===== config.mk =====
export PLATFORM = sky130hd
export DESIGN_NAME = reg_ram_arbiter
export DESIGN_NICKNAME = d
export VERILOG_FILES = /design/src/rtl/reg_ram_arbiter.sv
export SDC_FILE = /design/constraint.sdc
export NUM_CORES = 1
export LEC_CHECK = 0
export ABC_AREA = 0
export CORE_UTILIZATION = 40
export CTS_BUF_LIST = sky130_fd_sc_hd__clkbuf_16
export DETAILED_ROUTE_END_ITERATION = 10
export PLACE_DENSITY = 0.82
export SYNTH_ARGS = -nofsm -noshare
export SYNTH_HDL_FRONTEND = slang
export SYNTH_SLANG_ARGS = --single-unit

===== constraint.sdc =====
create_clock -name clk_in -period 1.86 [get_ports clk_in]
set_input_delay 0.372 -clock clk_in [delete_from_list [all_inputs] [get_ports clk_in]]
set_output_delay 0.372 -clock clk_in [all_outputs]
set_load 0.005 [all_outputs]

===== src/rtl/reg_ram_arbiter.sv =====
// Round-robin arbiter sharing the 4-byte register RAM between a CPU port (0) and a debug port (1).
// Each grant performs exactly one RAM access: IDLE -> GRANT (RAM enabled) -> ACK (requester pulse).
module reg_ram_arbiter #(
    parameter int DATA_W = 8,
    parameter int ADDR_W = 2
) (
    input  logic              clk_in,
    input  logic              rst_in,

    input  logic              p0_req_in,
    input  logic              p0_we_in,
    input  logic [ADDR_W-1:0] p0_addr_in,
    input  logic [DATA_W-1:0] p0_data_in,
    output logic              p0_ack_out,
    output logic [DATA_W-1:0] p0_data_out,

    input  logic              p1_req_in,
    input  logic              p1_we_in,
    input  logic [ADDR_W-1:0] p1_addr_in,
    input  logic [DATA_W-1:0] p1_data_in,
    output logic              p1_ack_out,
    output logic [DATA_W-1:0] p1_data_out,

    output logic [ADDR_W-1:0] ram_addr_out,
    output logic [DATA_W-1:0] ram_data_out,
    output logic              ram_we_out,
    output logic              ram_en_out,
    input  logic [DATA_W-1:0] ram_data_in,

    output logic              busy_out
);

    typedef enum logic [1:0] {
        IDLE  = 2'd0,
        GRANT = 2'd1,
        ACK   = 2'd2
    } state_t;

    state_t            state;
    state_t            next_state;

    logic              take_grant;
    logic              pick_port;

    logic              gnt_port;
    logic              last_grant;
    logic              lat_we;
    logic [ADDR_W-1:0] lat_addr;
    logic [DATA_W-1:0] lat_wdata;
    logic [DATA_W-1:0] p0_rdata;
    logic [DATA_W-1:0] p1_rdata;

    logic              in_grant;
    logic              in_ack;

    // Requests are only looked at in IDLE; on contention the port that did not win last time goes next.
    always_comb begin
        next_state = state;
        take_grant = 1'b0;
        pick_port  = 1'b0;
        case (state)
            IDLE: begin
                if (p0_req_in || p1_req_in) begin
                    take_grant = 1'b1;
                    next_state = GRANT;
                    if (p0_req_in && p1_req_in) begin
                        pick_port = ~last_grant;
                    end else begin
                        pick_port = p1_req_in;
                    end
                end
            end
            GRANT:   next_state = ACK;
            ACK:     next_state = IDLE;
            default: next_state = IDLE;
        endcase
    end

    always_ff @(posedge clk_in or negedge rst_in) begin
        if (!rst_in) begin
            state <= IDLE;
        end else begin
            state <= next_state;
        end
    end

    // last_grant resets to 1 so port 0 wins the first contention after reset.
    always_ff @(posedge clk_in or negedge rst_in) begin
        if (!rst_in) begin
            gnt_port   <= 1'b0;
            last_grant <= 1'b1;
            lat_we     <= 1'b0;
            lat_addr   <= '0;
            lat_wdata  <= '0;
        end else if (take_grant) begin
            gnt_port   <= pick_port;
            last_grant <= pick_port;
            lat_we     <= pick_port ? p1_we_in   : p0_we_in;
            lat_addr   <= pick_port ? p1_addr_in : p0_addr_in;
            lat_wdata  <= pick_port ? p1_data_in : p0_data_in;
        end
    end

    // Read data is taken on the edge that closes GRANT, while the RAM is still presenting it.
    always_ff @(posedge clk_in or negedge rst_in) begin
        if (!rst_in) begin
            p0_rdata <= '0;
            p1_rdata <= '0;
        end else if (in_grant && !lat_we) begin
            if (gnt_port) begin
                p1_rdata <= ram_data_in;
            end else begin
                p0_rdata <= ram_data_in;
            end
        end
    end

    assign in_grant = (state == GRANT);
    assign in_ack   = (state == ACK);

    // All RAM controls are decoded from registered state, so an async reset silences them at once.
    assign ram_en_out   = in_grant;
    assign ram_we_out   = in_grant && lat_we;
    assign ram_addr_out = in_grant ? lat_addr : '0;
    assign ram_data_out = (in_grant && lat_we) ? lat_wdata : '0;

    assign p0_ack_out   = in_ack && !gnt_port;
    assign p1_ack_out   = in_ack &&  gnt_port;
    assign p0_data_out  = p0_rdata;
    assign p1_data_out  = p1_rdata;
    assign busy_out     = (state != IDLE);

endmodule


==> metrics, run 1 <==
outcome finished, final reports clean; switching share of power between 20% and 30%; Worst Clk Skew about 0.003 ns; routed wire length about 3200 um; Crit Reg-Reg Startpoint state[1]; # fillers 244; Comb power frac between 40% and 50%; vias 1,158; flop-to-flop setup slack 0.13 ns; Die W approximately 61 um; Clock power frac between 15 and 20%; largest family of logic cells by synthesized area simple AND/OR/NAND/NOR gates; Pint between 2 and 3 mW; setup TNS 0 ns; Die Area roughly 0.0037 mm^2; relative slew slack 70.7%; Initial DRT Pass Iterations 4; Pins Over Slew Limit 0; first-pass GRT wire length 4950 um; maxcap violations 0; CP Launch Type flop; RSZ-0062 raised after global routing no; clock sinks 31; Avg Inst Size Synth between 10 and 15 um^2; met3 Track Usage GR around 6.1%; Cell Area, Synth about 0.0014 mm^2; synth warn 0; Antenna Cells 0; multiplexer area fraction after synthesis about an eighth; Final setup viols 0; Fmax achieved around 550 MHz; Adder-Cell Fraction of Synth Area 0%; LEAKAGE 1.05 nW; CTS tree built; most frequent cells in the layout clkdlybuf4s50_1, dfrtp_1, mux2_2; 1st-iter DRT viols 26; critical path depth 4; period utilisation layout slightly below 100%; dpl cells about 210; sw power 1.09 mW; fin nets between 200 and 250; share of total power in sequential cells 33.8%; critical path class flop to output port; CTS Buffer Depth 2; DRC violations left 0; Reg clk slew, reported paths about 0.05 ns; Worst-Margin Slew about 0.44 ns; Synth Area in XOR/XNOR 0%; dpl cell area approximately 0.0021 mm^2; Top Usage Layer GRT met2; Seq/Total Area, Yosys about 55%; average wire per standard cell around 14 um; FF-to-FF End lat_wdata[6]; register bit total from synthesis 31; final non-filler cell total about 230; Final Hold Viols 0; arrival time worst endpoint 1.44 ns; grt met1 use between 20% and 30%; Crit path required time roughly 1.5 ns; total gr overflow 0; crit path cell chain buf_4 -> nor2_4 -> inv_1 -> clkdlybuf4s50_1; Synth Area in Compound Gates a little over a tenth; H-tree levels 2; largest net degree at the start of global routing 32; Synth Net Count roughly 140; Final min period 1.81 ns; commonest non-fill, non-tap cell in the layout clkdlybuf4s50_1; slowest stage delay, CP approximately 0.44 ns; hold_ws around 0.5 ns; share of layout cells above drive strength 1 30.9%; worst reg-to-reg path cell count 5; num ports between 60 and 70; crit-path max FO 4; Area growth syn-to-layout 67.3%; Clk Latency, worst-skew pair ~0.26 ns; Rows 21; met2 Usage GRT about a third; Setup crit end kind output port; vias in the first global route 1,113; Die Height 61.2 um; distinct cell type count after synthesis 23; CTS root buf clkbuf_16; HP Class input port to asynchronous set/reset pin; CP top delay family buffers and inverters; Syn Inst Count roughly 110; core area about 0.0033 mm^2; post-DR vias/cell ~5.1; post-route cell area roughly 0.0023 mm^2; ANT nets after route 0; Worst IR Drop VDD 678 uV; Total GRT Usage 18.8%; Initial Utilization a little over two fifths; placer congestion estimate between 0.7 and 0.8; Max stage delay cell, worst path dfrtp_2; Simple-Gate Fraction of Synth Area between 10% and 20%; Inserted Clock Buffers 5; initial antenna violation count 0; PwrDens between 1500 and 2000 mW/mm^2; PortBufs between 60 and 70; Post-DP HPWL between 2000 and 2500 um; Buffers & Inverters on Critical Path 3
registers in the layout (all words and copies together) (netlist names):
signal       flops
lat_addr         2
lat_we           1
last_grant       1
gnt_port         1
p1_data_out      8
state            2
lat_wdata        8
p0_data_out      8
power groups by stage:
stage                     sequential, mW  clock (mW)  combinational (mW)
after CTS                           1.26       0.741                1.69
after detailed placement            1.25           0                1.65
after global routing                1.31       0.782                1.92
after floorplan                     1.22           0               0.797
final                               1.27       0.722                1.76
after global placement              1.23           0                1.61
synth_stat cells, drive strengths merged:
cell,instances,area share (%)
inv,2,0.54
o21a,1,0.54
and3b,1,0.63
nand2b,1,0.45
nand4b,11,6.9
dfstp,1,1.9
o21ai,1,0.36
clkbuf,5,1.3
nor2,1,0.45
nand3,2,0.71
dfrtp,30,54
nand2,1,0.27
nor3b,3,2.4
o221a,11,8.8
a31oi,1,0.45
and3,8,3.6
a21oi,1,0.36
and2,3,1.3
mux2,16,13
nor2b,2,1.4
buf,3,1.1
timing repair:
| action | 4_1_cts | 5_1_grt |
|---|---|---|
| hold endpoints to repair | 0 | 0 |
| hold buffers | 0 | 0 |
| gates resized for setup | 14 | 9 |
| endpoints found under the setup margin | 14 | 21 |
| buffers inserted | 3 | 3 |
| cloned | 1 | 0 |
area by class of cell:
type | count | area [um^2] | area share (%)
timing repair buffer | 75 | 734 | 31.4
inverter | 2 | 7.51 | 0.321
multi-input combinational | 65 | 627 | 26.8
sequential | 31 | 779 | 33.3
clock buffer | 5 | 125 | 5.34
tap | 46 | 57.6 | 2.46
clock inverter | 3 | 11.3 | 0.481
worst reg2reg max path: stages, from the launching register on:
cell and delay [ns]:
dfrtp_2 0.44, buf_4 0.17, nor2_4 0.09, buf_4 0.20, nand3_1 0.34, o221a_2 0.37
layer usage:
layer,vias up,wire length (um),part of all wire [%]
met5,-,0,0
met2,54,1630,50
met1,547,1350,42
met4,0,33,1.0
li1,555,-,-
met3,2,227,7.0
logic make-up after synthesis:
group / Yosys count
AOI/OAI and AO/OA: 15
buffers and inverters: 10
muxes: 16
DFF: 31
and+or+nand+nor: 33
worst max-delay path by stage:
stage,from,to
floorplan,state[1],p0_data_out[0]
detailed placement,p0_req_in,lat_wdata[6]
global route,state[1],busy_out
global placement,state[1],ram_data_out[2]
CTS,state[1],ram_data_out[7]
finish,state[1],busy_out
metrics by stage:
stage / power [mW] / worst slack (ns) / utilization (%)
global route: 4.01 / 0.00726 / 70.2
detailed placement: 2.90 / 0.125 / 63.0
floorplan: 2.01 / 0.473 / -
global placement: 2.84 / 0.159 / 63.0
CTS: 3.69 / -0.105 / 68.2
finish: 3.74 / 0.0483 / 70.2
Note: power is estimated with default switching activity, not from simulation.
==> run 2, diff against run 1 <==
- CORE_MARGIN: default -> 3
==> run 2 against run 1 <==
Against the previous run: wire length grew 14%; utilization grew 1.7 points; worst setup slack gained 0.041 ns; sequential power is essentially flat; first-iteration DRC count grew 69%; die area grew 14%; maximum frequency grew 2.3%; largest cell class unchanged; via count grew 3.6%; critical path type unchanged; largest power group unchanged.
==> metrics, run 2 (synthesis results as in run 1) <==
outcome finished, final reports clean; critical path class flop to output port; Die W 65.2 um (+6.5%); vias 1,200 (+3.6%); FF-to-FF End p0_data_out[0]; num ports 65 (unchanged); largest net degree at the start of global routing 32 (unchanged); Crit Reg-Reg Startpoint state[1]; setup TNS 0 ns (unchanged); Final setup viols 0 (unchanged); relative slew slack 68.6% (-2.1 points); clock sinks 31 (unchanged); Area growth syn-to-layout 64.4%; final non-filler cell total 225 (-0.88%); total gr overflow 0 (unchanged); CTS Buffer Depth 2 (unchanged); share of layout cells above drive strength 1 32.0% (+1.1 points); LEAKAGE 1.01 nW (-4.0%); Total GRT Usage 19.5% (+0.64 points); Pins Over Slew Limit 0 (unchanged); CTS root buf clkbuf_16; Pint 2.74 mW (+3.1%); 1st-iter DRT viols 44 (+69%); arrival time worst endpoint 1.40 ns (-0.04 ns); commonest non-fill, non-tap cell in the layout clkdlybuf4s50_1; average wire per standard cell 16.4 um (+15%); vias in the first global route 1,288 (+16%); Final min period 1.77 ns (-0.0411 ns); RSZ-0062 raised after global routing no; Worst-Margin Slew 0.471 ns (+0.0310 ns); maxcap violations 0 (unchanged); most frequent cells in the layout clkdlybuf4s50_1, dfrtp_1, mux2_2; placer congestion estimate 0.775 (+5.4%); CTS Hold Buffers Added 0 (unchanged); worst reg-to-reg path cell count 5 (unchanged); HP Class input port to asynchronous set/reset pin; PwrDens 1680 mW/mm^2 (+5.3%); dpl cells 210 (-0.94%); Buffers & Inverters on Critical Path 1 (-2); Worst Setup SP state[1]; crit path cell chain nor2b_4 -> clkdlybuf4s50_1; Die Height 65.2 um (+6.5%); Rows 20 (-4.8%); Worst Clk Skew 0.00273 ns (-0.000279 ns); share of total power in sequential cells 32.5% (-1.3 points); post-DR vias/cell 5.33 (+4.5%); Inserted Clock Buffers 5 (unchanged); Final Hold Viols 0 (unchanged); Clk Latency, worst-skew pair 0.27 ns (about the same); crit-path max FO 5 (+1); period utilisation layout 95.2% (-2.2 points); Post-DP HPWL 2550 um (+6.6%); Die Area 0.00425 mm^2 (+14%); ANT nets after route 0 (unchanged); first-pass GRT wire length 6170 um (+25%); Max stage delay cell, worst path clkdlybuf4s50_1; Fmax achieved 565 MHz (+2.3%); CP Launch Type flop; critical path depth 2 (-2); CP top delay family buffers and inverters; initial antenna violation count 0 (unchanged); H-tree levels 2 (unchanged); Crit path required time 1.49 ns (about the same); Setup crit end kind output port; Initial DRT Pass Iterations 4 (unchanged); Clock power frac 22.8% (+3.5 points); slowest stage delay, CP 0.53 ns (+0.09 ns); flop-to-flop setup slack 0.11 ns (-0.02 ns); Worst IR Drop VDD 935 uV (+38%); Initial Utilization 43.7% (+1.8 points); switching share of power 29.4% (+0.31 points); DRC violations left 0 (unchanged); CTS tree built; fin nets 214 (unchanged); Comb power frac 44.7% (-2.2 points); sw power 1.14 mW (+4.6%); Reg clk slew, reported paths 0.05 ns (about the same); PortBufs 64 (unchanged); core area 0.00320 mm^2 (-4.0%); Antenna Cells 0 (unchanged); routed wire length 3700 um (+14%)
==> run 2: worst max path at each step <==
stage / slack [ns] / end
6_report: 0.09 / ram_en_out
2_1_floorplan: 0.47 / p0_data_out[0]
5_1_grt: 0.02 / p0_data_out[0]
3_3_place_gp: 0.14 / lat_we
3_5_place_dp: 0.11 / ram_data_out[5]
4_1_cts: 0.0006 / busy_out
==> run 2: cell type report <==
| cell class | instances | area [um^2] |
|---|---|---|
| well taps | 44 | 55.1 |
| inverters | 2 | 7.51 |
| clock buffers | 5 | 125 |
| multi-input cells | 65 | 606 |
| repair buffers | 75 | 691 |
| flip-flops and latches | 31 | 779 |
| clock inverters | 3 | 38.8 |
| fillers | 239 | 901 |
==> run 2: metrics by stage <==
step	worst slack (ns)	area (um^2)	hold slack [ns]	power [mW]	utilization [%]
2_1_floorplan	0.473	1400	0.0764	2.01	-
3_3_place_gp	0.142	2100	0.489	2.86	65.5
3_5_place_dp	0.115	2100	0.495	2.92	65.5
4_1_cts	0.000583	2310	0.506	3.89	72.1
5_1_grt	0.0153	2300	0.530	4.11	71.9
6_report	0.0894	2300	0.498	3.88	71.9
==> run 2: per-layer routing <==
| metal | share of wire [%] | vias up | track usage [%] |
|---|---|---|---|
| li1 | - | 551 | - |
| met1 | 40 | 559 | 21.8 |
| met2 | 48 | 76 | 32.7 |
| met3 | 9.0 | 14 | 6.50 |
| met4 | 2.8 | 0 | 10.1 |
| met5 | 0 | - | 0 |
==> run 2: what timing repair did <==
| item | CTS | global route |
|---|---|---|
| pin swaps | 0 | 0 |
| setup endpoints to repair | 14 | 17 |
| gates cloned | 1 | 0 |
| setup buffers | 6 | 0 |
| resized for setup | 17 | 12 |
==> run 2: power by group through the flow <==
stage | registers (mW) | logic (mW) | clock network, mW
floorplan | 1.22 | 0.797 | 0
global placement | 1.23 | 1.63 | 0
detailed placement | 1.25 | 1.67 | 0
CTS | 1.26 | 1.73 | 0.898
global route | 1.31 | 1.88 | 0.924
finish | 1.26 | 1.73 | 0.885
